**src/rtl/cla_pkg.sv**
```systemverilog
// -----------------------------------------------------------------------------
// cla_pkg
// Shared types and helpers for the pipelined carry-lookahead adder/subtractor.
//   slice_carry_t : lookahead summary produced by one cla_slice
//   calc_nblk()   : number of lookahead slices (= pipeline stages) per operand
// -----------------------------------------------------------------------------
package cla_pkg;

    // Group generate/propagate of a slice, its carry out, and the carry that
    // entered its most significant bit (needed for signed overflow).
    typedef struct packed {
        logic g;
        logic p;
        logic c_out;
        logic c_msb_in;
    } slice_carry_t;

    function automatic int calc_nblk(input int width, input int block);
        return width / block;
    endfunction

endpackage

```
**src/rtl/cla_slice.sv**
```systemverilog
// -----------------------------------------------------------------------------
// cla_slice
// Purely combinational BLOCK-bit carry-lookahead adder slice.
// Ports:
//   a, b   : BLOCK-bit operands
//   cin    : carry into bit 0
//   sum    : BLOCK-bit sum
//   carry  : group G/P, carry out of the MSB, carry into the MSB
// -----------------------------------------------------------------------------
module cla_slice
    import cla_pkg::*;
#(
    parameter int BLOCK = 8
) (
    input  logic [BLOCK-1:0] a,
    input  logic [BLOCK-1:0] b,
    input  logic             cin,
    output logic [BLOCK-1:0] sum,
    output slice_carry_t     carry
);

    logic [BLOCK-1:0] gen;
    logic [BLOCK-1:0] prop;
    logic [BLOCK:0]   c;     // c[i] = carry into bit i

    assign gen  = a & b;
    assign prop = a ^ b;

    // Every carry is expanded directly from the bit G/P terms and cin
    // (c[i+1] = G[i:0] | P[i:0] & cin) instead of rippling c[i] -> c[i+1].
    // After the last iteration acc/run hold the group G/P of the whole slice.
    always_comb begin
        logic acc;
        logic run;
        acc   = 1'b0;
        run   = 1'b1;
        c     = '0;
        c[0]  = cin;
        for (int i = 0; i < BLOCK; i++) begin
            acc = 1'b0;
            run = 1'b1;
            for (int j = i; j >= 0; j--) begin
                acc = acc | (run & gen[j]);
                run = run & prop[j];
            end
            c[i+1] = acc | (run & cin);
        end
        sum            = prop ^ c[BLOCK-1:0];
        carry.g        = acc;
        carry.p        = run;
        carry.c_out    = c[BLOCK];
        carry.c_msb_in = c[BLOCK-1];
    end

endmodule

```
**src/rtl/pipelined_cla_addsub.sv**
```systemverilog
// -----------------------------------------------------------------------------
// pipelined_cla_addsub
// Pipelined carry-lookahead adder/subtractor. One BLOCK-bit lookahead slice is
// resolved per stage; a beat accepted at edge t is presented after edge
// t+NBLK. Throughput is one operation per cycle; the whole pipe freezes while
// a valid result waits for out_ready.
// Ports:
//   clock, reset_n        : clock, asynchronous active-low reset
//   in_valid / in_ready   : operand handshake (in_ready = no output stall)
//   a, b, cin, sub        : operands; sub=1 gives a-b (cin ignored)
//   out_valid / out_ready : result handshake
//   s, carry_out          : result and carry (for sub, 1 = no borrow)
//   overflow, zero        : signed overflow, s == 0
// -----------------------------------------------------------------------------
module pipelined_cla_addsub
    import cla_pkg::*;
#(
    parameter int WIDTH = 32,
    parameter int BLOCK = 8
) (
    input  logic             clock,
    input  logic             reset_n,
    input  logic             in_valid,
    output logic             in_ready,
    input  logic [WIDTH-1:0] a,
    input  logic [WIDTH-1:0] b,
    input  logic             cin,
    input  logic             sub,
    output logic             out_valid,
    input  logic             out_ready,
    output logic [WIDTH-1:0] s,
    output logic             carry_out,
    output logic             overflow,
    output logic             zero
);

    localparam int NBLK = calc_nblk(WIDTH, BLOCK);

    if (WIDTH % BLOCK != 0) begin : g_bad_width
        $error("pipelined_cla_addsub: WIDTH must be a multiple of BLOCK");
    end
    if (BLOCK < 2 || BLOCK > 16) begin : g_bad_block
        $error("pipelined_cla_addsub: BLOCK must be in 2..16");
    end

    // Rank k holds the beat waiting for slice k: its valid bit, the carry into
    // slice k, the operands (only slices >= k still matter) and the result
    // slices < k already computed. Rank 0 is the entry register.
    logic             vld_reg [NBLK];
    logic             cy_reg  [NBLK];
    logic [WIDTH-1:0] opa_reg [NBLK];
    logic [WIDTH-1:0] opb_reg [NBLK];
    logic [WIDTH-1:0] res_reg [NBLK];

    logic             out_valid_reg;
    logic [WIDTH-1:0] s_reg;
    logic             carry_reg;
    logic             ovf_reg;
    logic             zero_reg;
    logic             stall;

    // Only a valid, unaccepted result stalls; an output bubble never does.
    assign stall     = out_valid_reg && !out_ready;
    assign in_ready  = !stall;

    assign out_valid = out_valid_reg;
    assign s         = s_reg;
    assign carry_out = carry_reg;
    assign overflow  = ovf_reg;
    assign zero      = zero_reg;

    // Entry: subtraction is a + ~b + 1, so precondition b and the carry here.
    always_ff @(posedge clock or negedge reset_n) begin
        if (!reset_n) begin
            vld_reg[0] <= 1'b0;
            cy_reg[0]  <= 1'b0;
            opa_reg[0] <= '0;
            opb_reg[0] <= '0;
            res_reg[0] <= '0;
        end else if (!stall) begin
            vld_reg[0] <= in_valid;
            cy_reg[0]  <= sub | cin;
            opa_reg[0] <= a;
            opb_reg[0] <= sub ? ~b : b;
            res_reg[0] <= '0;
        end
    end

    for (genvar gi = 0; gi < NBLK; gi++) begin : g_stage
        localparam int LO = gi * BLOCK;

        logic [BLOCK-1:0] slice_sum;
        slice_carry_t     slice_cy;
        logic [WIDTH-1:0] res_next;

        cla_slice #(.BLOCK(BLOCK)) u_slice (
            .a     (opa_reg[gi][LO +: BLOCK]),
            .b     (opb_reg[gi][LO +: BLOCK]),
            .cin   (cy_reg[gi]),
            .sum   (slice_sum),
            .carry (slice_cy)
        );

        always_comb begin
            res_next = res_reg[gi];
            res_next[LO +: BLOCK] = slice_sum;
        end

        if (gi < NBLK - 1) begin : g_mid
            always_ff @(posedge clock or negedge reset_n) begin
                if (!reset_n) begin
                    vld_reg[gi+1] <= 1'b0;
                    cy_reg[gi+1]  <= 1'b0;
                    opa_reg[gi+1] <= '0;
                    opb_reg[gi+1] <= '0;
                    res_reg[gi+1] <= '0;
                end else if (!stall) begin
                    vld_reg[gi+1] <= vld_reg[gi];
                    cy_reg[gi+1]  <= slice_cy.c_out;
                    opa_reg[gi+1] <= opa_reg[gi];
                    opb_reg[gi+1] <= opb_reg[gi];
                    res_reg[gi+1] <= res_next;
                end
            end
        end else begin : g_last
            always_ff @(posedge clock or negedge reset_n) begin
                if (!reset_n) begin
                    out_valid_reg <= 1'b0;
                    s_reg         <= '0;
                    carry_reg     <= 1'b0;
                    ovf_reg       <= 1'b0;
                    zero_reg      <= 1'b0;
                end else if (!stall) begin
                    out_valid_reg <= vld_reg[gi];
                    // Flags only move with a real result so they hold
                    // their last value across bubbles.
                    if (vld_reg[gi]) begin
                        s_reg     <= res_next;
                        carry_reg <= slice_cy.c_out;
                        ovf_reg   <= slice_cy.c_out ^ slice_cy.c_msb_in;
                        zero_reg  <= ~|res_next;
                    end
                end
            end
        end
    end

endmodule

```
**config.mk**
```make
export PLATFORM = sky130hd
export DESIGN_NAME = pipelined_cla_addsub
export DESIGN_NICKNAME = d
export VERILOG_FILES = /design/src/rtl/cla_pkg.sv /design/src/rtl/cla_slice.sv /design/src/rtl/pipelined_cla_addsub.sv
export SDC_FILE = /design/constraint.sdc
export NUM_CORES = 1
export LEC_CHECK = 0
export ABC_AREA = 1
export CAP_MARGIN = 40
export CORE_MARGIN = 3
export CORE_UTILIZATION = 50
export CTS_CLUSTER_SIZE = 24
export DETAILED_ROUTE_END_ITERATION = 8
export GPL_TIMING_DRIVEN = 0
export PLACE_DENSITY_LB_ADDON = 0.05
export SYNTH_ARGS = -nofsm -noshare
export SYNTH_HDL_FRONTEND = slang
export SYNTH_SLANG_ARGS = --single-unit
```
**constraint.sdc**
```tcl
create_clock -name clock -period 1.7 [get_ports clock]
set_input_delay 0.51 -clock clock [delete_from_list [all_inputs] [get_ports clock]]
set_output_delay 0.51 -clock clock [all_outputs]
set_load 0.1 [all_outputs]
```
==> impl_metrics.py, run 1 <==
metrics = {
    "grt": {
        "grt_use_total_pct": 23.1,
        "antenna_found_initial": 0,
        "grt_pass1_wl_mm": 45.6,
        "grt_pass1_vias": 8929,
        "overflow": 0,
        "grt_max_degree": 125,
    },
    "sta": {
        "period_minus_slack_ns": 1.96,
        "finalHoldViolCount": 0,
        "fmax_ghz": 0.509,
        "rsz0062_at_grt": "yes",
        "clock-skew-final_ns": 0.0119,
        "hold-worst-slack_ns": 0.378,
        "finalWorstSetupSlack_ns": -0.263,
        "fin_crit_sh_pct": 115,
        "slew_violations": 0,
        "final-setup-viol-count": 11,
        "worst_pin_slew_ns": 0.644,
        "maxSlewHeadroom_pct": 57.1,
    },
    "floorplanning": {
        "start_util_pct": 51.3,
        "die_area_sq_um": 24400,
        "core_sq_um": 22000,
        "die_width_um": 156,
        "top_level_ports": 107,
        "die_h_um": 156,
        "rows": 54,
    },
    "setup_path": {
        "crit_type": "reg2out",
        "required_ns": 1.19,
        "path_max_fanout": 5,
        "critPathLaunchType": "flop",
        "crit_path_end_kind": "primary output",
        "cp_data_arrival_time_ns": 1.45,
    },
    "layout": {
        "drive_gt1_share_pct": 20.0,
        "fin_nets": 1631,
        "final.fill_count": 1765,
        "finalNonFillerCells": 1823,
        "multiInputGateArea_sq_um": 4830,
        "syn_to_final_growth_pct": 34.0,
        "register_area_sq_um": 6310,
        "antenna_cells": 0,
    },
    "synth": {
        "syn_area_per_cell_sq_um": 8.58,
        "netlist_top_cells_count": "534 x nand2_1, 252 x dfrtp_1, 127 x o21ai_0",
        "syn_nets": 1419,
        "synth_enable_flop_cells": 0,
        "ys_ff_latch": 252,
        "synth.most_common_cell": "nand2_1",
        "synthFlopType": "dfrtp_1",
        "yosysUniqueCellTypes": 28,
        "synth_cells": 1312,
        "async_reset_ff_share_pct": 100,
        "synth_area_leader_cell": "dfrtp_1",
        "yosys_warnings": 0,
        "ys_top_cells_by_area": "dfrtp_1 56%, nand2_1 18%, o21ai_0 5.6%, ha_1 3.7%, inv_1 3.2%",
        "syn-cell-area_sq_um": 11300,
        "synth-seq-area-share_pct": 56.0,
        "yosysTopAreaCellShare_pct": 56.0,
    },
    "clock_tree": {
        "numCtsBuffers": 26,
        "clock_latency_ns": 0.53,
        "clkSinkCount": 252,
        "htree_levels": 1,
        "cts-root-buf": "clkbuf_16",
        "cts_tree": "yes",
        "cts.path.max_buffers": 3,
        "clkTransAtPathRegs_ns": 0.06,
    },
    "drt": {
        "first_iter_violations": 587,
        "vias": 9087,
        "drc_errors": 0,
        "wl_mm": 28.0,
        "wl_per_cell_um": 15.3,
        "antenna_left": 0,
        "avgViaCountPerCell": 4.98,
        "drt_first_pass_iters": 5,
    },
    "hold_path": {
        "hold_class": "in2reg",
    },
    "outcome": {
        "status": "finished with violations",
        "violations": "setup timing",
    },
    "power": {
        "power_leakage_nw": 7.46,
        "p_per_area_nw_per_um2": 2170,
        "vdd_drop_max_v": 0.000985,
    },
    "placed_design": {
        "dp_hpwl_mm": 19.3,
        "gp_congestion": 0.877,
        "port_buffers": 105,
        "dp.cells": 1736,
    },
    "job": {
        "cap_violations": 0,
    },
}
-- layout make-up --
| type | instances | area share, % |
|---|---|---|
| Tap cell | 280 | 2.32 |
| Inverter | 98 | 2.45 |
| Sequential cell | 252 | 41.8 |
| Clock inverter | 4 | 0.133 |
| Timing Repair Buffer | 190 | 13.9 |
| Multi-Input combinational cell | 902 | 32.0 |
| Clock buffer | 43 | 5.34 |
| Buffer | 54 | 2.01 |
-- critical path: stages, from the launching register on --
cell,delay [ns]
dfrtp_4,0.51
nand2_8,0.10
clkbuf_16,0.15
buf_16,0.16
-- final timing paths --
| kind | startpoint | to | slack, ns | cells after the start |
|---|---|---|---|---|
| worst min register to register | opa_reg[126] | opa_reg[126] | 0.47 | 2 |
| max in group asynchronous | reset_n | out_valid | 0.21 | 3 |
| min in group asynchronous | reset_n | s[5] | 0.49 | 2 |
| worst max register to register | opb_reg[24] | zero | -0.10 | 10 |
| worst max-delay path | out_valid | in_ready | -0.26 | 3 |
| worst min-delay path | sub | opb_reg[96] | 0.38 | 3 |
-- cell families (layout without fill, tap and decap cells) --
logic type                 Yosys count  after routing  share of synthesized area, %
and+or+nand+nor                    675            675                          24.2
DFF                                252            252                          56.0
buffers and inverters              158            389                          5.64
AOI/OAI and AO/OA                  153            153                          6.95
adders and majority gates           37             37                          4.38
xor gates and xnor gates            37             37                          2.88
-- metrics by stage --
step                      setup WS, ns  utilization (%)  TNS [ns]  total power [W]  instance area (sq um)
final                           -0.263             68.8    -0.782           0.0328                  15100
after global routing            -0.294             68.8     -2.64           0.0350                  15100
after CTS                       -0.408             66.2     -1.34           0.0311                  14500
after detailed placement         -1.16             60.6   -119.39           0.0243                  13300
after global placement          -12.32             57.8  -2785.74           0.0227                  12700
after floorplan                0.00390                -         0           0.0194                  11300
-- routing by layer --
metal	vias up	global-route usage, %	routed length, um
met4	0	7.00	816
met3	58	3.05	1300
li1	4563	-	-
met2	216	36.0	12600
met5	-	0	0
met1	4250	34.2	13300
-- report_power, final --
part	switching (W)	internal (W)
logic	0.00991	0.00680
registers	0.00192	0.00865
clock network	0.00230	0.00321
-- placed cells by master, fill, tap and decap left out, types with 4 or more instances in the layout --
| cell type | netlist | final |
|---|---|---|
| a21oi_1 | 15 | 12 |
| buf_12 | 0 | 36 |
| buf_2 | 34 | 34 |
| buf_4 | 0 | 70 |
| buf_6 | 0 | 5 |
| clkbuf_1 | 24 | 22 |
| clkbuf_16 | 0 | 28 |
| clkbuf_2 | 0 | 7 |
| clkbuf_4 | 0 | 4 |
| clkbuf_8 | 0 | 8 |
| clkdlybuf4s50_1 | 0 | 66 |
| clkinv_2 | 0 | 4 |
| dfrtp_1 | 252 | 250 |
| ha_1 | 33 | 10 |
| ha_4 | 0 | 21 |
| inv_1 | 95 | 90 |
| inv_2 | 2 | 6 |
| nand2_1 | 534 | 509 |
| nand2_2 | 9 | 31 |
| nand3_1 | 56 | 38 |
| nand3_2 | 3 | 20 |
| nand4_1 | 17 | 17 |
| nor2_1 | 46 | 39 |
| nor2_2 | 7 | 9 |
| nor2_4 | 1 | 6 |
| o21ai_0 | 127 | 125 |
| xnor2_1 | 32 | 32 |
| xor2_1 | 5 | 5 |
-- repair_timing --
action / 4_1_cts / 5_1_grt
resized for setup: 198 / 82
hold buffers: 1 / 0
pin swaps: 18 / 48
gates cloned: 0 / 1
setup endpoints to repair: 148 / 104
buffers inserted: 27 / 42
endpoints found under the hold margin: 46 / 0
No activity file was read; power rests on OpenSTA's default activity.
==> run 2, diff against run 1 <==
--- a/config.mk
+++ b/config.mk
@@ -7,6 +7,7 @@
 export LEC_CHECK = 0
 export ABC_AREA = 1
 export CAP_MARGIN = 40
+export CORE_ASPECT_RATIO = 1.2
 export CORE_MARGIN = 3
 export CORE_UTILIZATION = 50
 export CTS_CLUSTER_SIZE = 24
==> run 2 against run 1 <==
Effect of this change: the flow finishes with violations (hold timing, setup timing); utilization decreased by 0.57 points; sequential share of layout area rose by 0.43 points; fmax decreased by 2.9%; clock power increased by 2%; count of clock-buffer cells in the layout is 2 higher; final cell count down 1.5%; worst hold slack got worse by 0.45 ns; critical path type unchanged.
==> impl_metrics.py, run 2 (synthesis gave the netlist of run 1 again) <==
metrics = {
    "drt": {
        "wl_mm": 26.9,
        "met2_length_mm": 12.9,
        "wl_per_cell_um": 15.0,
        "highest_layer": "met4",
        "wl_met1_mm": 12.3,
        "antenna_left": 0,
        "avgViaCountPerCell": 4.99,
        "wl_met3_um": 964,
        "drt_first_pass_iters": 5,
        "drc_errors": 0,
        "vias": 8955,
        "first_iter_violations": 448,
    },
    "clock_tree": {
        "cts.path.max_buffers": 3,
        "clkSinkCount": 252,
        "cts-root-buf": "clkbuf_16",
        "htree_levels": 1,
        "clock_latency_ns": 0.52,
        "cts_tree": "yes",
        "clkTransAtPathRegs_ns": 0.06,
        "numCtsBuffers": 26,
    },
    "job": {
        "cap_violations": 0,
    },
    "setup_path": {
        "reg2regPathDepth": 10,
        "cp-endpoint": "in_ready",
        "path_max_fanout": 7,
        "r2r_slack_ns": -0.12,
        "cp-startpoint": "out_valid",
        "critPathLaunchType": "flop",
        "crit_path_end_kind": "primary output",
        "cp_top_family": "flip-flops",
        "slowest_stage": "dfrtp_4",
        "cp_data_arrival_time_ns": 1.51,
        "r2r_end": "zero",
        "cp_num_buf_inv": 3,
        "required_ns": 1.19,
        "cp_num_cells": 4,
        "cp_cell_sequence": "nand2_4 > clkbuf_16 > buf_12 > buf_12",
        "critPathMostFrequentCell": "buf_12",
        "crit_type": "reg2out",
        "r2r-start": "opb_reg[24]",
        "critPathMaxStageDelay_ns": 0.49,
    },
    "power": {
        "seqPwrFrac_pct": 32.6,
        "switching_share_pct": 42.8,
        "p_sw_w": 0.0139,
        "combPwrFrac_pct": 50.1,
        "p_int_w": 0.0185,
        "power_w": 0.0324,
        "p_clk_share_pct": 17.3,
        "power_leakage_nw": 7.35,
        "p_per_area_nw_per_um2": 2170,
        "vdd_drop_max_v": 0.000872,
    },
    "grt": {
        "grt_pass1_vias": 8850,
        "grt_max_degree": 110,
        "grt_use_total_pct": 22.1,
        "overflow": 0,
        "antenna_found_initial": 0,
        "grt_pass1_wl_mm": 43.7,
    },
    "layout": {
        "antenna_cells": 0,
        "finalNonFillerCells": 1795,
        "fin_util_pct": 68.2,
        "fin_nets": 1608,
        "syn_to_final_growth_pct": 32.7,
        "final_cell_mix": "511 x nand2_1, 248 x dfrtp_1, 125 x o21ai_0",
        "layout_commonest_cell": "nand2_1",
        "drive_gt1_share_pct": 19.0,
    },
    "outcome": {
        "violations": "hold timing, setup timing",
        "status": "finished with violations",
    },
    "floorplanning": {
        "core_sq_um": 21900,
        "die_area_sq_um": 24400,
        "top_level_ports": 107,
        "die_width_um": 143,
        "rows": 59,
        "start_util_pct": 51.4,
        "die_h_um": 170,
    },
    "placed_design": {
        "dp.cells": 1730,
        "port_buffers": 105,
        "gp_congestion": 0.855,
        "dp_hpwl_mm": 18.9,
    },
    "hold_path": {
        "hold_class": "in2async",
    },
    "sta": {
        "maxSlewHeadroom_pct": 51.7,
        "worst_pin_slew_ns": 0.722,
        "fin_crit_sh_pct": 119,
        "final-setup-viol-count": 6,
        "finalWorstSetupSlack_ns": -0.322,
        "slew_violations": 0,
        "period_minus_slack_ns": 2.02,
        "finalHoldViolCount": 58,
        "fmax_ghz": 0.495,
        "clock-skew-final_ns": 0.0114,
        "hold-worst-slack_ns": -0.0721,
        "rsz0062_at_grt": "yes",
    },
}
==> run 2: cell count changes in the layout (fill, tap and decap cells not counted), sizes merged <==
cell,before,now
buf,150,125
clkbuf,69,73
clkinv,5,1
clkinvlp,0,2
inv,97,98
==> run 2: routing by layer <==
layer  up-vias  global-route usage (%)
li1       4523                       -
met1      4180                    30.9
met2       203                    36.2
met3        49                    2.87
met4         0                    6.70
met5         -                       0
==> run 2: power by group through the flow <==
stage / logic, W / clock network (W) / registers (W)
floorplan: 0.00679 / 0 / 0.0126
global placement: 0.0124 / 0 / 0.0102
detailed placement: 0.0139 / 0 / 0.0102
CTS: 0.0148 / 0.00569 / 0.0103
global route: 0.0178 / 0.00599 / 0.0109
finish: 0.0162 / 0.00561 / 0.0106
==> run 2: through the flow <==
| stage | area, sq um | worst slack [ns] | hold WS, ns | setup TNS (ns) |
|---|---|---|---|---|
| 5_1_grt | 14900 | -0.366 | -0.0575 | -1.59 |
| 4_1_cts | 14400 | -0.371 | -0.0236 | -0.825 |
| 2_1_floorplan | 11300 | 0.00390 | 0.214 | 0 |
| 6_report | 14900 | -0.322 | -0.0721 | -0.714 |
| 3_5_place_dp | 13300 | -1.14 | 0.458 | -128.59 |
| 3_3_place_gp | 12700 | -12.21 | 0.454 | -2763.92 |
==> run 2: how the worst min path moves through the flow <==
stage / start / cells past startpoint / slack, ns / end
2_1_floorplan: reset_n / 0 / 0.21 / carry_out
3_3_place_gp: opb_reg[95] / 2 / 0.45 / opb_reg[95]
3_5_place_dp: opb_reg[110] / 2 / 0.46 / opb_reg[78]
4_1_cts: reset_n / 1 / -0.02 / s[3]
5_1_grt: reset_n / 1 / -0.06 / g_stage[2].res_next[4]
6_report: reset_n / 1 / -0.07 / g_stage[2].res_next[4]
==> run 2: cell type report <==
| class | count | area [sq um] |
|---|---|---|
| Buffer | 57 | 325 |
| Clock buffer | 45 | 843 |
| Clock inverter | 3 | 26.3 |
| Fill cell | 1759 | 6980 |
| Inverter | 98 | 370 |
| Multi-Input combinational cell | 902 | 4820 |
| Sequential cell | 252 | 6310 |
| Tap cell | 274 | 343 |
| Timing Repair Buffer | 164 | 1910 |
==> run 2: timing repair <==
action                                 CTS  global route
buffers inserted                        23            28
setup endpoints to repair              185            77
endpoints found under the hold margin   46            16
gates resized for setup                153            90
pin swaps                               18            52
==> run 3, diff against run 2 <==
--- a/config.mk
+++ b/config.mk
@@ -9,7 +9,7 @@
 export CAP_MARGIN = 40
 export CORE_ASPECT_RATIO = 1.2
 export CORE_MARGIN = 3
-export CORE_UTILIZATION = 50
+export CORE_UTILIZATION = 30
 export CTS_CLUSTER_SIZE = 24
 export DETAILED_ROUTE_END_ITERATION = 8
 export GPL_TIMING_DRIVEN = 0
==> run 3 against run 2 <==
Effect of this change: the flow finishes with violations (setup timing); power is 4.2% higher; non-clock buffer count is 21 higher; flip-flop and latch count stayed put; fmax is 4.1% lower; critical path depth stayed put; critical endpoint unchanged; largest cell class unchanged; highest routed layer unchanged.
==> impl_metrics.py, run 3 (synthesis gave the netlist of run 1 again) <==
metrics = {
    "setup_path": {
        "cp_cell_sequence": "nand2_8 > clkbuf_16 > buf_12 > buf_12",
        "critPathMaxStageDelay_ns": 0.51,
        "r2r_end": "zero",
        "critPathMostFrequentCell": "buf_12",
        "cp_num_buf_inv": 3,
        "r2r-start": "opb_reg[24]",
        "cp_num_cells": 4,
        "path_max_fanout": 8,
        "slowest_stage": "dfrtp_4",
        "required_ns": 1.19,
        "critPathLaunchType": "flop",
        "cp-endpoint": "in_ready",
        "cp-startpoint": "out_valid",
        "reg2regPathDepth": 10,
        "crit_path_end_kind": "primary output",
        "cp_data_arrival_time_ns": 1.60,
        "crit_type": "reg2out",
        "r2r_slack_ns": -0.14,
        "cp_top_family": "flip-flops",
    },
    "sta": {
        "maxSlewHeadroom_pct": 53.8,
        "fin_crit_sh_pct": 124,
        "clock-skew-final_ns": 0.00674,
        "period_minus_slack_ns": 2.11,
        "rsz0062_at_grt": "yes",
        "worst_pin_slew_ns": 0.693,
        "hold-worst-slack_ns": 0.361,
        "slew_violations": 0,
        "finalWorstSetupSlack_ns": -0.410,
        "final-setup-viol-count": 10,
        "fmax_ghz": 0.474,
        "finalHoldViolCount": 0,
    },
    "grt": {
        "grt_pass1_wl_mm": 49.2,
        "antenna_found_initial": 0,
        "grt_use_total_pct": 15.5,
        "grt_max_degree": 112,
        "overflow": 0,
        "grt_pass1_vias": 8829,
    },
    "power": {
        "power_w": 0.0337,
        "power_leakage_nw": 7.55,
        "vdd_drop_max_v": 0.000797,
        "p_per_area_nw_per_um2": 2170,
    },
    "layout": {
        "antenna_cells": 0,
        "fin_nets": 1631,
        "final.fill_count": 3746,
        "layout_commonest_cell": "nand2_1",
        "syn_to_final_growth_pct": 38.3,
        "multiInputGateArea_sq_um": 4900,
        "register_area_sq_um": 6310,
        "fin_util_pct": 42.1,
        "drive_gt1_share_pct": 21.7,
        "final_cell_mix": "506 x nand2_1, 249 x dfrtp_1, 125 x o21ai_0",
    },
    "clock_tree": {
        "clock_latency_ns": 0.55,
        "clkTransAtPathRegs_ns": 0.06,
        "clkSinkCount": 252,
        "cts.path.max_buffers": 3,
        "numCtsBuffers": 28,
        "htree_levels": 1,
        "cts_tree": "yes",
        "cts-root-buf": "clkbuf_16",
    },
    "floorplanning": {
        "die_h_um": 218,
        "core_sq_um": 37000,
        "rows": 77,
        "top_level_ports": 107,
        "start_util_pct": 30.4,
        "die_area_sq_um": 39900,
        "die_width_um": 183,
    },
    "placed_design": {
        "preCtsSetupSlack_ns": -1.18,
        "dp_hpwl_mm": 22.3,
        "gp_congestion": 0.796,
        "port_buffers": 105,
    },
    "hold_path": {
        "hold_class": "in2reg",
    },
    "drt": {
        "wl_mm": 30.8,
        "antenna_left": 0,
        "vias": 8817,
        "first_iter_violations": 411,
        "drc_errors": 0,
        "avgViaCountPerCell": 4.37,
        "wl_per_cell_um": 15.3,
        "drt_first_pass_iters": 4,
    },
    "job": {
        "cap_violations": 0,
    },
    "outcome": {
        "violations": "setup timing",
        "status": "finished with violations",
    },
}
-- run 3: worst min-delay path, cell delays in order --
cell,delay (ns)
buf_2,0.16
xnor2_1,0.13
o21ai_0,0.06
-- run 3: cell type report --
| class | count | area share (%) |
|---|---|---|
| repair buffers | 185 | 13.3 |
| plain buffers | 57 | 2.37 |
| inverters | 98 | 2.38 |
| flip-flops and latches | 252 | 40.5 |
| multi-input cells | 902 | 31.5 |
| clock buffers | 46 | 5.84 |
| clock inverters | 4 | 0.329 |
| well taps | 474 | 3.81 |
-- run 3: where the power goes --
part	internal, W	switching (W)	total, W
sequential	0.00865	0.00193	0.0106
combinational	0.00698	0.00997	0.0169
clock	0.00378	0.00244	0.00622
-- run 3: routing by layer --
layer	GRT usage, %	part of all wire, %
met5	0	0
met4	3.96	1.8
met3	1.80	3.1
met2	25.7	47
met1	21.6	48
-- run 3: how the worst min path moves through the flow --
stage           startpoint          end  slack [ns]  depth (start not counted)
5_1_grt                sub  opb_reg[96]        0.36                          3
2_1_floorplan      reset_n    carry_out        0.21                          0
3_3_place_gp   opb_reg[63]  opb_reg[63]        0.45                          2
3_5_place_dp   opa_reg[95]  opa_reg[95]        0.46                          2
6_report               sub  opb_reg[98]        0.36                          3
4_1_cts                sub  opb_reg[98]        0.34                          3
-- run 3: through the flow --
| step | area (sq um) | TNS (ns) | std cells |
|---|---|---|---|
| 6_report | 15600 | -1.17 | 2018 |
| 5_1_grt | 15600 | -2.06 | 2018 |
| 4_1_cts | 15000 | -2.31 | 2003 |
| 3_5_place_dp | 13500 | -134.55 | 1930 |
| 3_3_place_gp | 12900 | -3042.17 | 1891 |
| 2_1_floorplan | 11300 | 0 | 1312 |
-- run 3: timing repair --
action / in CTS / in global routing
endpoints found under the hold margin: 52 / 0
setup buffers: 34 / 36
endpoints found under the setup margin: 191 / 190
resized for setup: 204 / 117
pin swaps: 22 / 52
hold buffers: 1 / 0
